<file path="src/rtl/scarf_adc_pkg.sv">
// Shared address map, per-channel offsets and CTRL bit positions for the
// multi-channel SCARF ADC register map.
package scarf_adc_pkg;

  localparam logic [7:0] ADDR_CTRL       = 8'h00;
  localparam logic [7:0] ADDR_CH_EN      = 8'h01;
  localparam logic [7:0] ADDR_THRESH_MSB = 8'h02;
  localparam logic [7:0] ADDR_THRESH_LSB = 8'h03;
  localparam logic [7:0] ADDR_STATUS     = 8'h04;
  localparam logic [7:0] ADDR_CH_BASE    = 8'h10;
  localparam int         CH_STRIDE       = 8;

  localparam int CTRL_ADC_EN   = 0;
  localparam int CTRL_REC_EN   = 1;
  localparam int CTRL_STAT_CLR = 2;

  typedef enum logic [2:0] {
    OFF_SMP_MSB = 3'd0,
    OFF_SMP_LSB = 3'd1,
    OFF_MAX_MSB = 3'd2,
    OFF_MAX_LSB = 3'd3,
    OFF_MIN_MSB = 3'd4,
    OFF_MIN_LSB = 3'd5,
    OFF_RSVD6   = 3'd6,
    OFF_RSVD7   = 3'd7
  } chOff_e;

  // Last byte address of the last channel block; the auto-increment stops here.
  function automatic logic [7:0] maxAddr(input int numCh);
    return 8'(int'(ADDR_CH_BASE) + CH_STRIDE * numCh - 1);
  endfunction

endpackage

</file>
<file path="src/rtl/scarf_regmap_adc_multi_if.sv">
// SCARF byte-bus between the deserialiser/serialiser (master) and a register map (slave).
interface scarf_regmap_adc_multi_if;

  logic [7:0] data_in;
  logic       data_in_valid;
  logic       data_in_finished;
  logic [6:0] slave_id;
  logic       rnw;
  logic [7:0] read_data_out;

  modport master (
    output data_in, data_in_valid, data_in_finished, slave_id, rnw,
    input  read_data_out
  );

  modport slave (
    input  data_in, data_in_valid, data_in_finished, slave_id, rnw,
    output read_data_out
  );

endinterface

</file>
<file path="src/rtl/adc_chan_stats.sv">
// One ADC channel: latest sample, running min/max and the over-threshold strobe.
module adc_chan_stats #(
  parameter int ADC_W = 12
) (
  input  logic             clk,
  input  logic             rst_n_sync,
  input  logic             capture_i,
  input  logic             statClr_i,
  input  logic [ADC_W-1:0] sample_i,
  input  logic [15:0]      thresh_i,
  output logic [15:0]      sample_o,
  output logic [15:0]      max_o,
  output logic [15:0]      min_o,
  output logic             overThresh_o
);

  logic [ADC_W-1:0] sample_q, sample_d;
  logic [ADC_W-1:0] max_q, max_d;
  logic [ADC_W-1:0] min_q, min_d;
  logic [15:0]      sampleExt;

  // A capture in the same cycle as a clear seeds both extremes with the new sample.
  always_comb begin
    sample_d = sample_q;
    max_d    = max_q;
    min_d    = min_q;
    if (statClr_i) begin
      max_d = '0;
      min_d = '1;
    end
    if (capture_i) begin
      sample_d = sample_i;
      if (statClr_i || (sample_i > max_q)) max_d = sample_i;
      if (statClr_i || (sample_i < min_q)) min_d = sample_i;
    end
  end

  always_ff @(posedge clk or negedge rst_n_sync) begin
    if (!rst_n_sync) begin
      sample_q <= '0;
      max_q    <= '0;
      min_q    <= '1;
    end else begin
      sample_q <= sample_d;
      max_q    <= max_d;
      min_q    <= min_d;
    end
  end

  always_comb begin
    sampleExt              = '0;
    sampleExt[ADC_W-1:0]   = sample_i;
    sample_o               = '0;
    sample_o[ADC_W-1:0]    = sample_q;
    max_o                  = '0;
    max_o[ADC_W-1:0]       = max_q;
    min_o                  = '0;
    min_o[ADC_W-1:0]       = min_q;
  end

  assign overThresh_o = capture_i && (sampleExt > thresh_i);

endmodule

</file>
<file path="src/rtl/scarf_regmap_adc_multi.sv">
// SCARF slave register map serving NUM_CH ADC channels with min/max tracking,
// sticky threshold flags and a shared shadow byte for coherent 16-bit reads.
module scarf_regmap_adc_multi
  import scarf_adc_pkg::*;
#(
  parameter logic [6:0] SLAVE_ID = 7'h02,
  parameter int         NUM_CH   = 4,
  parameter int         ADC_W    = 12
) (
  input  logic                    clk,
  input  logic                    rst_n_sync,
  scarf_regmap_adc_multi_if.slave bus,
  output logic                    cfg_adc_enable,
  output logic                    cfg_adc_record_en,
  output logic [NUM_CH-1:0]       cfg_ch_en,
  input  logic [NUM_CH*ADC_W-1:0] adc_data,
  input  logic [NUM_CH-1:0]       adc_data_valid
);

  localparam logic [7:0] MAX_ADDR = maxAddr(NUM_CH);

  logic [7:0]        addr_q, addr_d;
  logic              firstByte_q, firstByte_d;
  logic              finalByte_q, finalByte_d;
  logic [7:0]        shadow_q, shadow_d;
  logic              adcEnable_q, adcEnable_d;
  logic              recordEn_q, recordEn_d;
  logic [NUM_CH-1:0] chEn_q, chEn_d;
  logic [15:0]       thresh_q, thresh_d;
  logic [NUM_CH-1:0] status_q, status_d;

  logic              slaveHit, byteStb, dataByte, wrStb, rdStb, statClr;
  logic              inChRange;
  logic [2:0]        chIdx;
  chOff_e            chOff;
  logic [15:0]       selField;
  logic [7:0]        chanRead, regRead;
  logic [NUM_CH-1:0] w1cMask;
  logic [NUM_CH-1:0] chOver;
  logic [15:0]       chSample [NUM_CH];
  logic [15:0]       chMax    [NUM_CH];
  logic [15:0]       chMin    [NUM_CH];

  assign slaveHit  = (bus.slave_id == SLAVE_ID);
  assign byteStb   = bus.data_in_valid && slaveHit && !bus.data_in_finished;
  assign dataByte  = byteStb && !firstByte_q && !finalByte_q;
  assign wrStb     = dataByte && !bus.rnw;
  assign rdStb     = dataByte && bus.rnw;
  assign statClr   = wrStb && (addr_q == ADDR_CTRL) && bus.data_in[CTRL_STAT_CLR];

  // Base 0x10 with stride 8 puts the channel index in addr[5:3] offset by two.
  assign inChRange = (addr_q >= ADDR_CH_BASE) && (addr_q <= MAX_ADDR);
  assign chIdx     = addr_q[5:3] - 3'd2;
  assign chOff     = chOff_e'(addr_q[2:0]);

  for (genvar g = 0; g < NUM_CH; g++) begin : gChan
    adc_chan_stats #(.ADC_W(ADC_W)) uStats (
      .clk          (clk),
      .rst_n_sync   (rst_n_sync),
      .capture_i    (adc_data_valid[g] && adcEnable_q && chEn_q[g]),
      .statClr_i    (statClr),
      .sample_i     (adc_data[g*ADC_W +: ADC_W]),
      .thresh_i     (thresh_q),
      .sample_o     (chSample[g]),
      .max_o        (chMax[g]),
      .min_o        (chMin[g]),
      .overThresh_o (chOver[g])
    );
  end

  always_comb begin
    selField = '0;
    for (int c = 0; c < NUM_CH; c++) begin
      if (chIdx == 3'(c)) begin
        case (chOff)
          OFF_SMP_MSB, OFF_SMP_LSB: selField = chSample[c];
          OFF_MAX_MSB, OFF_MAX_LSB: selField = chMax[c];
          OFF_MIN_MSB, OFF_MIN_LSB: selField = chMin[c];
          default:                  selField = '0;
        endcase
      end
    end
  end

  // LSB offsets always return the shadow so a 16-bit pair reads as one snapshot.
  always_comb begin
    chanRead = '0;
    case (chOff)
      OFF_SMP_MSB, OFF_MAX_MSB, OFF_MIN_MSB: chanRead = selField[15:8];
      OFF_SMP_LSB, OFF_MAX_LSB, OFF_MIN_LSB: chanRead = shadow_q;
      default:                               chanRead = '0;
    endcase
  end

  always_comb begin
    regRead = '0;
    if (inChRange) begin
      regRead = chanRead;
    end else begin
      case (addr_q)
        ADDR_CTRL: begin
          regRead[CTRL_ADC_EN] = adcEnable_q;
          regRead[CTRL_REC_EN] = recordEn_q;
        end
        ADDR_CH_EN:      regRead[NUM_CH-1:0] = chEn_q;
        ADDR_THRESH_MSB: regRead = thresh_q[15:8];
        ADDR_THRESH_LSB: regRead = thresh_q[7:0];
        ADDR_STATUS:     regRead[NUM_CH-1:0] = status_q;
        default:         regRead = '0;
      endcase
    end
  end

  always_comb begin
    bus.read_data_out = '0;
    if (slaveHit) begin
      if (firstByte_q && bus.rnw) bus.read_data_out = {1'b0, SLAVE_ID};
      else if (!finalByte_q)      bus.read_data_out = regRead;
    end
  end

  // Transaction end wins over any byte; the byte consumed at MAX_ADDR closes the burst.
  always_comb begin
    addr_d      = addr_q;
    firstByte_d = firstByte_q;
    finalByte_d = finalByte_q;
    shadow_d    = shadow_q;
    adcEnable_d = adcEnable_q;
    recordEn_d  = 1'b0;
    chEn_d      = chEn_q;
    thresh_d    = thresh_q;
    w1cMask     = '0;

    if (bus.data_in_finished) begin
      addr_d      = '0;
      firstByte_d = 1'b1;
      finalByte_d = 1'b0;
    end else if (byteStb) begin
      if (firstByte_q) begin
        addr_d      = bus.data_in;
        firstByte_d = 1'b0;
      end else if (!finalByte_q) begin
        if (addr_q == MAX_ADDR) finalByte_d = 1'b1;
        else                    addr_d      = addr_q + 8'd1;
      end
    end

    if (wrStb) begin
      case (addr_q)
        ADDR_CTRL: begin
          adcEnable_d = bus.data_in[CTRL_ADC_EN];
          recordEn_d  = bus.data_in[CTRL_REC_EN];
        end
        ADDR_CH_EN:      chEn_d         = bus.data_in[NUM_CH-1:0];
        ADDR_THRESH_MSB: thresh_d[15:8] = bus.data_in;
        ADDR_THRESH_LSB: thresh_d[7:0]  = bus.data_in;
        ADDR_STATUS:     w1cMask        = bus.data_in[NUM_CH-1:0];
        default: ;
      endcase
    end

    if (rdStb && inChRange) begin
      case (chOff)
        OFF_SMP_MSB, OFF_MAX_MSB, OFF_MIN_MSB: shadow_d = selField[7:0];
        default: ;
      endcase
    end

    status_d = (status_q & ~w1cMask) | chOver;
  end

  always_ff @(posedge clk or negedge rst_n_sync) begin
    if (!rst_n_sync) begin
      addr_q      <= '0;
      firstByte_q <= 1'b1;
      finalByte_q <= 1'b0;
      shadow_q    <= '0;
      adcEnable_q <= 1'b0;
      recordEn_q  <= 1'b0;
      chEn_q      <= '1;
      thresh_q    <= 16'hFFFF;
      status_q    <= '0;
    end else begin
      addr_q      <= addr_d;
      firstByte_q <= firstByte_d;
      finalByte_q <= finalByte_d;
      shadow_q    <= shadow_d;
      adcEnable_q <= adcEnable_d;
      recordEn_q  <= recordEn_d;
      chEn_q      <= chEn_d;
      thresh_q    <= thresh_d;
      status_q    <= status_d;
    end
  end

  assign cfg_adc_enable    = adcEnable_q;
  assign cfg_adc_record_en = recordEn_q;
  assign cfg_ch_en         = chEn_q;

endmodule

</file>
<file path="src/flat_wrapper.sv">
// flat-port wrapper written by rule: the top's interface ports become plain ports
module scarf_regmap_adc_multi_flat import scarf_adc_pkg::*;
#(
  parameter logic [6:0] SLAVE_ID = 7'h02,
  parameter int         NUM_CH   = 4,
  parameter int         ADC_W    = 12
)
  (clk, rst_n_sync, cfg_adc_enable, cfg_adc_record_en, cfg_ch_en, adc_data, adc_data_valid, bus_data_in, bus_data_in_valid, bus_data_in_finished, bus_slave_id, bus_rnw, bus_read_data_out);
  scarf_regmap_adc_multi_if bus_i ();
  input  logic clk;
  input  logic rst_n_sync;
  output logic cfg_adc_enable;
  output logic cfg_adc_record_en;
  output logic [NUM_CH-1:0] cfg_ch_en;
  input  logic [NUM_CH*ADC_W-1:0] adc_data;
  input  logic [NUM_CH-1:0] adc_data_valid;
  input wire logic [$bits(bus_i.data_in)-1:0] bus_data_in;
  input wire logic [$bits(bus_i.data_in_valid)-1:0] bus_data_in_valid;
  input wire logic [$bits(bus_i.data_in_finished)-1:0] bus_data_in_finished;
  input wire logic [$bits(bus_i.slave_id)-1:0] bus_slave_id;
  input wire logic [$bits(bus_i.rnw)-1:0] bus_rnw;
  output wire logic [$bits(bus_i.read_data_out)-1:0] bus_read_data_out;
  assign bus_i.data_in = bus_data_in;
  assign bus_i.data_in_valid = bus_data_in_valid;
  assign bus_i.data_in_finished = bus_data_in_finished;
  assign bus_i.slave_id = bus_slave_id;
  assign bus_i.rnw = bus_rnw;
  assign bus_read_data_out = bus_i.read_data_out;
  scarf_regmap_adc_multi #(.SLAVE_ID(SLAVE_ID), .NUM_CH(NUM_CH), .ADC_W(ADC_W)) u_core (.clk(clk), .rst_n_sync(rst_n_sync), .bus(bus_i), .cfg_adc_enable(cfg_adc_enable), .cfg_adc_record_en(cfg_adc_record_en), .cfg_ch_en(cfg_ch_en), .adc_data(adc_data), .adc_data_valid(adc_data_valid));
endmodule
</file>
<file path="config.mk">
export PLATFORM = sky130hd
export DESIGN_NAME = scarf_regmap_adc_multi_flat
export DESIGN_NICKNAME = d
export VERILOG_FILES = /design/src/rtl/scarf_adc_pkg.sv /design/src/rtl/scarf_regmap_adc_multi_if.sv /design/src/rtl/adc_chan_stats.sv /design/src/rtl/scarf_regmap_adc_multi.sv /design/src/flat_wrapper.sv
export SDC_FILE = /design/constraint.sdc
export NUM_CORES = 1
export LEC_CHECK = 0
export CAP_MARGIN = 20
export CORE_ASPECT_RATIO = 1.5
export CORE_UTILIZATION = 60
export DETAILED_ROUTE_END_ITERATION = 12
export GPL_ROUTABILITY_DRIVEN = 0
export PLACE_DENSITY = 0.8
export SYNTH_ARGS = -nofsm -noshare
export SYNTH_HDL_FRONTEND = slang
export SYNTH_HIERARCHICAL = 1
export SYNTH_SLANG_ARGS = --single-unit
</file>
<file path="constraint.sdc">
create_clock -name clk -period 4.52 [get_ports clk]
set_clock_uncertainty 0.1 [all_clocks]
set_input_delay 0.678 -clock clk [delete_from_list [all_inputs] [get_ports clk]]
set_output_delay 0.678 -clock clk [all_outputs]
set_load 0.1 [all_outputs]
</file>
==> impl_metrics.toml, run 1 <==
[outcome]
outcome = "complete, no violations"

[sta]
worst_hold_slack_ps = 236
tightestPinTransition_ps = 1000
timing.setup.tns_ps = 0
final_hold_viol_count = 0
timing.final.setup_violations = 0
slew_headroom_pct = 33.0
setup_repair_after_global_routing_missed_its_margin = "no"
maxClockFrequency_ghz = 0.227
post-route-period-util_pct = 97.7
slew_viol_final = 0
final_period_minus_worst_setup_slack_ps = 4410

[final_layout]
synthToLayoutAreaGrowth_pct = 11.5
diodes = 0
layout.cells.non_filler = 1766
fillerInstances = 1703
final_layout_size_suffix_gt1_share_pct = 17.9
area_of_combinational_cells_with_multiple_inputs_sq_um = 7980
final_nets = 1699
final-seq-area_sq_um = 4800

[global_routing]
grt_max_degree = 100
overflow = 0
global_route.usage.total_pct = 34.8
grt_pass1_vias = 11800
grt_first_pass_wirelength_um = 63300
antenna_violations_before_repair = 0

[synthesis]
synth_flop_cell = "sky130_fd_sc_hd__dfrtp_1"
synth.yosys.seq_area_share_pct = 34.4
synthDominantAreaCellType = "sky130_fd_sc_hd__dfrtp_1"
synth-edff-count = 0
synthesis.area_per_instance_sq_um = 9.86
synth.area.top_cells = "sky130_fd_sc_hd__dfrtp_1 (21%), sky130_fd_sc_hd__ha_1 (13%), sky130_fd_sc_hd__dfstp_2 (13%), sky130_fd_sc_hd__mux2_2 (7.0%), sky130_fd_sc_hd__inv_1 (4.2%)"
ys.warnings.count = 6
synthesis.instances = 1411
ys_async_sr_fraction_pct = 100
synth_seq_cells = 188
netlist.area_leader.share_pct = 21.4
yosysUniqueCellTypes = 74
syn-cell-area_sq_um = 13900

[detailed_routing]
drt-initial-drc-count = 1313
drt.antenna.violating_nets = 0
wire_per_inst_um = 22.8
route.detailed.vias_per_inst = 6.67
firstDrtPassIters = 6
top_layer = "met4"
met2_wirelength_um = 19800
totalWireLength_um = 40200
met3RoutedLength_um = 2590
routedLengthMet1_um = 14900
residual_drc = 0
vias = 11800

[clocking]
post_cts.repair.setup_buffers = 0
cts.sink_count = 188
insertion_delay_ps = 450
h-tree-depth = 4
cts.hold.buffers_added = 0
cts-root-to-sink-buffers = 2
cts.repair.resized = 0
cts_root_buffer = "sky130_fd_sc_hd__clkbuf_16"
cts_tree = "done"
numCtsBuffers = 17
clk_pin_slew_ps = 70

[worst_setup_path]
crit_fanout = 14
critPathArrivalTime_ps = 3640
worst-endpoint-required_ps = 3740
critical_path_class = "flip-flop to output pin"
worst_setup_path_start_kind = "flip-flop"
worstSetupEndpointType = "output pin"

[placed_design]
dp_cells = 1734
i_o_buffers = 85
post-dp-hpwl_um = 29200

[die]
io_pins = 86
floorplan.rows = 67
fp.coreArea_sq_um = 22600
fp.dieArea_sq_um = 23800
chipWidth_um = 126
start_util_pct = 61.7
die_h_um = 189

[power]
power_per_cell_area_nw_per_um2 = 251
power.share.clock_pct = 39.2
p_sw_share_pct = 29.1
p_leak_nw = 6.44
sequentialPowerShare_pct = 44.1
net-switching-power_mw = 1.14
internal_power_mw = 2.76
p_comb_share_pct = 16.7
vdd.ir_drop.worst_v = 0.000291

[min_path]
hold_path.class = "input port to async pin"

[run]
cap_violations = 0
==> stage by stage <==
| stage | total power [mW] | cell area, sq um | util [%] | setup slack [ps] |
|---|---|---|---|---|
| after floorplan | 2.13 | 14100 | - | -1010 |
| after global placement | 2.36 | 14900 | 66.2 | 528 |
| after detailed placement | 2.38 | 14900 | 66.2 | 406 |
| after CTS | 3.90 | 15500 | 68.8 | 302 |
| after global routing | 4.03 | 15500 | 68.8 | 147 |
| final | 3.90 | 15500 | 68.8 | 106 |
==> final timing paths <==
kind	cells past startpoint	endpoint	from	slack [ps]
worst min register to register	1	u_core/status_q[1]	u_core/status_q[1]	400
worst max-delay path	9	bus_read_data_out[0]	u_core/addr_q[5]	110
max in group asynchronous	2	u_core/gChan[1].uStats/min_q[2]	rst_n_sync	3060
worst max register to register	10	u_core/gChan[2].uStats/min_q[0]	u_core/addr_q[1]	930
worst min-delay path	1	u_core/gChan[3].uStats/sample_q[9]	rst_n_sync	240
min in group clk	1	u_core/status_q[1]	u_core/status_q[1]	400
==> flip-flops by register name, indices dropped and copies added (netlist names) <==
signal,flops
u_core/gChan.uStats/sample_q,48
u_core/thresh_q,16
u_core/finalByte_q,1
u_core/firstByte_q,1
u_core/gChan.uStats/min_q,48
u_core/cfg_adc_record_en,1
u_core/addr_q,8
u_core/status_q,4
u_core/cfg_adc_enable,1
u_core/gChan.uStats/max_q,48
u_core/cfg_ch_en,4
u_core/shadow_q,8
==> power by group through the flow <==
stage	combinational (mW)	clock, mW	sequential (mW)
3_5_place_dp	0.629	0	1.75
6_report	0.652	1.53	1.72
2_1_floorplan	0.399	0	1.73
3_3_place_gp	0.614	0	1.75
5_1_grt	0.707	1.61	1.72
4_1_cts	0.634	1.55	1.72
==> synthesized netlist by cell type (all sizes together) (35+ instances only) <==
master / count
a21oi: 70
nand2: 72
clkbuf: 44
mux2: 88
nor2: 35
dfstp: 69
o22a: 48
ha: 150
dfrtp: 119
o21ai: 62
buf: 73
mux2i: 45
inv: 155
a32o: 48
==> area by class of cell <==
cell class,instances,area share (%)
multi-input combinational,995,51.4
sequential,188,30.9
timing repair buffer,120,7.94
inverter,155,3.75
clock buffer,17,2.74
tap,276,2.22
clock inverter,15,1.06
==> cell families (layout without fill, tap and decap cells) <==
kind of cell / Yosys count / in the layout / synth area share [%]
other: 4 / 48 / 0.108
flip-flops: 188 / 188 / 34.4
multiplexers: 133 / 133 / 10.4
adder cells (fa/ha/maj): 150 / 150 / 13.5
AND/OR/NAND/NOR: 263 / 263 / 10.8
buffers and inverters: 272 / 307 / 9.49
AO/OA/AOI/OAI: 401 / 401 / 21.3
==> placed cells by master (no fill, tap or decap), types with 5 or more instances in the layout <==
cell type                         Yosys  final
sky130_fd_sc_hd__inv_1              154    154
sky130_fd_sc_hd__ha_1               150    150
sky130_fd_sc_hd__dfrtp_1            119    117
sky130_fd_sc_hd__mux2_2              87     87
sky130_fd_sc_hd__clkdlybuf4s50_1      0     76
sky130_fd_sc_hd__nand2_1             72     72
sky130_fd_sc_hd__a21oi_1             70     70
sky130_fd_sc_hd__dfstp_2             69     69
sky130_fd_sc_hd__o21ai_0             57     57
sky130_fd_sc_hd__a32o_1              48     48
sky130_fd_sc_hd__o22a_1              48     48
sky130_fd_sc_hd__conb_1               4     48
sky130_fd_sc_hd__mux2i_1             45     45
sky130_fd_sc_hd__nor2_1              33     33
sky130_fd_sc_hd__buf_4               53     32
sky130_fd_sc_hd__nand4_1             32     32
sky130_fd_sc_hd__o211ai_1            26     26
sky130_fd_sc_hd__nand3_1             24     24
sky130_fd_sc_hd__a21o_1              21     21
sky130_fd_sc_hd__a221oi_1            18     18
sky130_fd_sc_hd__clkbuf_16            0     17
sky130_fd_sc_hd__nor3_1              15     15
sky130_fd_sc_hd__nand2b_1            12     12
sky130_fd_sc_hd__nor2b_1             13     12
sky130_fd_sc_hd__or2_2               12     12
sky130_fd_sc_hd__o22ai_1             12     12
sky130_fd_sc_hd__buf_12               0     11
sky130_fd_sc_hd__a31oi_1             11     11
sky130_fd_sc_hd__a211oi_1             9      9
sky130_fd_sc_hd__a221o_1              8      8
sky130_fd_sc_hd__and2_1               8      8
sky130_fd_sc_hd__a22oi_1              7      7
sky130_fd_sc_hd__o31ai_1              7      7
sky130_fd_sc_hd__a22o_1               6      6
sky130_fd_sc_hd__o41ai_1              6      6
sky130_fd_sc_hd__a211o_1              6      6
sky130_fd_sc_hd__o21ai_1              5      5
sky130_fd_sc_hd__and3_1               5      5
sky130_fd_sc_hd__o21bai_1             5      5
==> critical path, cell delays in order (launching register included) <==
cell                        delay [ps]
sky130_fd_sc_hd__dfrtp_1           500
sky130_fd_sc_hd__inv_1             130
sky130_fd_sc_hd__ha_1              550
sky130_fd_sc_hd__nand3b_1          230
sky130_fd_sc_hd__buf_4             210
sky130_fd_sc_hd__a21oi_1            50
sky130_fd_sc_hd__o21ai_0           230
sky130_fd_sc_hd__o2111ai_1         280
sky130_fd_sc_hd__a221oi_1          740
sky130_fd_sc_hd__buf_12            260
==> metal layers <==
metal / up-vias / track usage, %
li1: 5304 / -
met1: 5717 / 39.8
met2: 585 / 60.1
met3: 177 / 4.63
met4: 0 / 23.8
met5: - / 0
(Power assumes the default switching activity.)
==> run 2: changes to the inputs <==
--- a/config.mk
+++ b/config.mk
@@ -11,6 +11,7 @@
 export DETAILED_ROUTE_END_ITERATION = 12
 export GPL_ROUTABILITY_DRIVEN = 0
 export PLACE_DENSITY = 0.8
+export REMOVE_ABC_BUFFERS = 1
 export SYNTH_ARGS = -nofsm -noshare
 export SYNTH_HDL_FRONTEND = slang
 export SYNTH_HIERARCHICAL = 1
==> run 2 against run 1 <==
Against the previous run: clock-buffer cell count increased by 4; worst hold slack better by 12 ps; global-route usage rose by 0.39 points; sequential share of layout area is essentially flat; via count rose by 2.2%; wire length is 1.1% higher; flip-flop and latch count did not move; register-to-register slack hardly changed; setup slack gained 110 ps; clock power decreased by 5%; utilization decreased by 0.10 points; fmax is 2.7% higher; critical endpoint is now bus_read_data_out[2].
==> impl_metrics.toml, run 2 (same netlist as run 1, synthesis figures left out) <==
[clocking]
cts_tree = "done"
clk_pin_slew_ps = 70
cts.hold.buffers_added = 0
cts.repair.resized = 0
cts_root_buffer = "sky130_fd_sc_hd__clkbuf_16"
insertion_delay_ps = 450
cts.sink_count = 188
numCtsBuffers = 17
post_cts.repair.setup_buffers = 0
h-tree-depth = 4
cts-root-to-sink-buffers = 2

[worst_setup_path]
crit_path_top_delay_cell = "sky130_fd_sc_hd__dfrtp_2"
ff2ff_path_depth = 10
cell_by_cell_listing_of_the_critical_path = "inv_1, ha_1, or4b_1, nor2_1, a22oi_1, and3_1, a2111oi_2, buf_12"
worst-endpoint-required_ps = 3740
critPathArrivalTime_ps = 3520
timing.reg2reg.setup_slack_ps = 940
timing.rr.end = "u_core/gChan[2].uStats/min_q[8]"
crit_fanout = 29
cpPeakStageDelay_ps = 630
critical_path_class = "flip-flop to output pin"
worst_setup_path_start_kind = "flip-flop"
worstSetupEndpointType = "output pin"
worst_r2r_startpoint = "u_core/addr_q[1]"
critical_path.startpoint = "u_core/addr_q[1]"

[sta]
timing.final.setup_violations = 0
slew_viol_final = 0
setup_repair_after_global_routing_missed_its_margin = "no"
final_hold_viol_count = 0
tightestPinTransition_ps = 985
worst_hold_slack_ps = 247
final_period_minus_worst_setup_slack_ps = 4300
slew_headroom_pct = 34.2
setup_slack_ps = 221
maxClockFrequency_ghz = 0.233
post-route-period-util_pct = 95.1

[die]
fp.coreArea_sq_um = 22600
io_pins = 86
chipWidth_um = 126
fp.dieArea_sq_um = 23800
die_h_um = 189
start_util_pct = 61.7
floorplan.rows = 67

[final_layout]
most_common_cell_after_layout_fill_and_taps_aside = "sky130_fd_sc_hd__inv_1"
synthToLayoutAreaGrowth_pct = 11.4
fillerInstances = 1699
layout_common_cells = "sky130_fd_sc_hd__inv_1 (154), sky130_fd_sc_hd__ha_1 (150), sky130_fd_sc_hd__dfrtp_1 (117)"
final_nets = 1701
top_registers = "u_core/gChan.uStats/max_q: 48 flops, u_core/gChan.uStats/min_q: 48 flops, u_core/gChan.uStats/sample_q: 48 flops"
diodes = 0
final_layout_size_suffix_gt1_share_pct = 17.8

[power]
vdd.ir_drop.worst_v = 0.000265
p_leak_nw = 6.43
power_per_cell_area_nw_per_um2 = 248

[placed_design]
dp_slack_ps = 415
post-dp-hpwl_um = 29300
i_o_buffers = 85

[global_routing]
global_route.usage.total_pct = 35.2
antenna_violations_before_repair = 0
grt_first_pass_wirelength_um = 64000
grt_pass1_vias = 12100
grt_max_degree = 97
overflow = 0

[min_path]
hold_path.class = "input port to async pin"

[detailed_routing]
drt.antenna.violating_nets = 0
drt-initial-drc-count = 1148
totalWireLength_um = 40700
wire_per_inst_um = 23.0
route.detailed.vias_per_inst = 6.81
firstDrtPassIters = 8
residual_drc = 0
vias = 12000

[run]
cap_violations = 0

[outcome]
outcome = "complete, no violations"
==> run 2: cell type report <==
cell class	count	area, sq um	area share [%]
inverters	155	582	3.75
well taps	276	345	2.23
multi-input cells	995	7980	51.5
flip-flops and latches	188	4800	30.9
clock buffers	21	440	2.84
clock inverters	11	113	0.727
repair buffers	122	1250	8.05
==> run 2: power breakdown <==
| group | total (mW) | switching (mW) | internal (mW) | leakage (nW) |
|---|---|---|---|---|
| sequential | 1.73 | 0.0338 | 1.69 | 2.36 |
| clock | 1.46 | 0.688 | 0.770 | 0.261 |
| combinational | 0.654 | 0.403 | 0.251 | 3.81 |
==> run 2: worst max path at each step <==
stage | endpoint | depth (start not counted)
6_report | bus_read_data_out[2] | 8
4_1_cts | bus_read_data_out[2] | 8
3_5_place_dp | u_core/gChan[2].uStats/min_q[8] | 11
5_1_grt | bus_read_data_out[2] | 8
3_3_place_gp | u_core/gChan[2].uStats/min_q[10] | 11
2_1_floorplan | bus_read_data_out[0] | 5
==> run 2: metal layers <==
metal  wire length (um)  GRT usage, %  up-vias
met1              14700          39.4     5883
met5                  0             0        -
met2              20100          60.7      642
met3               2880          5.82      221
met4               2940          24.6        0
li1                   -             -     5294
==> run 2: worst max-delay path, delay by kind of cell (launching register included) <==
family / cells / cell delay (ps)
buffers and inverters: 2 / 410
adder cells (fa/ha/maj): 1 / 220
AND/OR/NAND/NOR: 3 / 1160
flip-flops: 1 / 630
AO/OA/AOI/OAI: 2 / 650
==> run 2: through the flow <==
| stage | instances | utilization (%) | TNS [ps] | area (sq um) | power, mW |
|---|---|---|---|---|---|
| floorplan | 1338 | - | -13180 | 13300 | 2.08 |
| global placement | 1736 | 66.3 | 0 | 14900 | 2.36 |
| detailed placement | 1736 | 66.3 | 0 | 14900 | 2.38 |
| CTS | 1768 | 68.7 | 0 | 15500 | 3.83 |
| global route | 1768 | 68.7 | 0 | 15500 | 3.97 |
| finish | 1768 | 68.7 | 0 | 15500 | 3.84 |
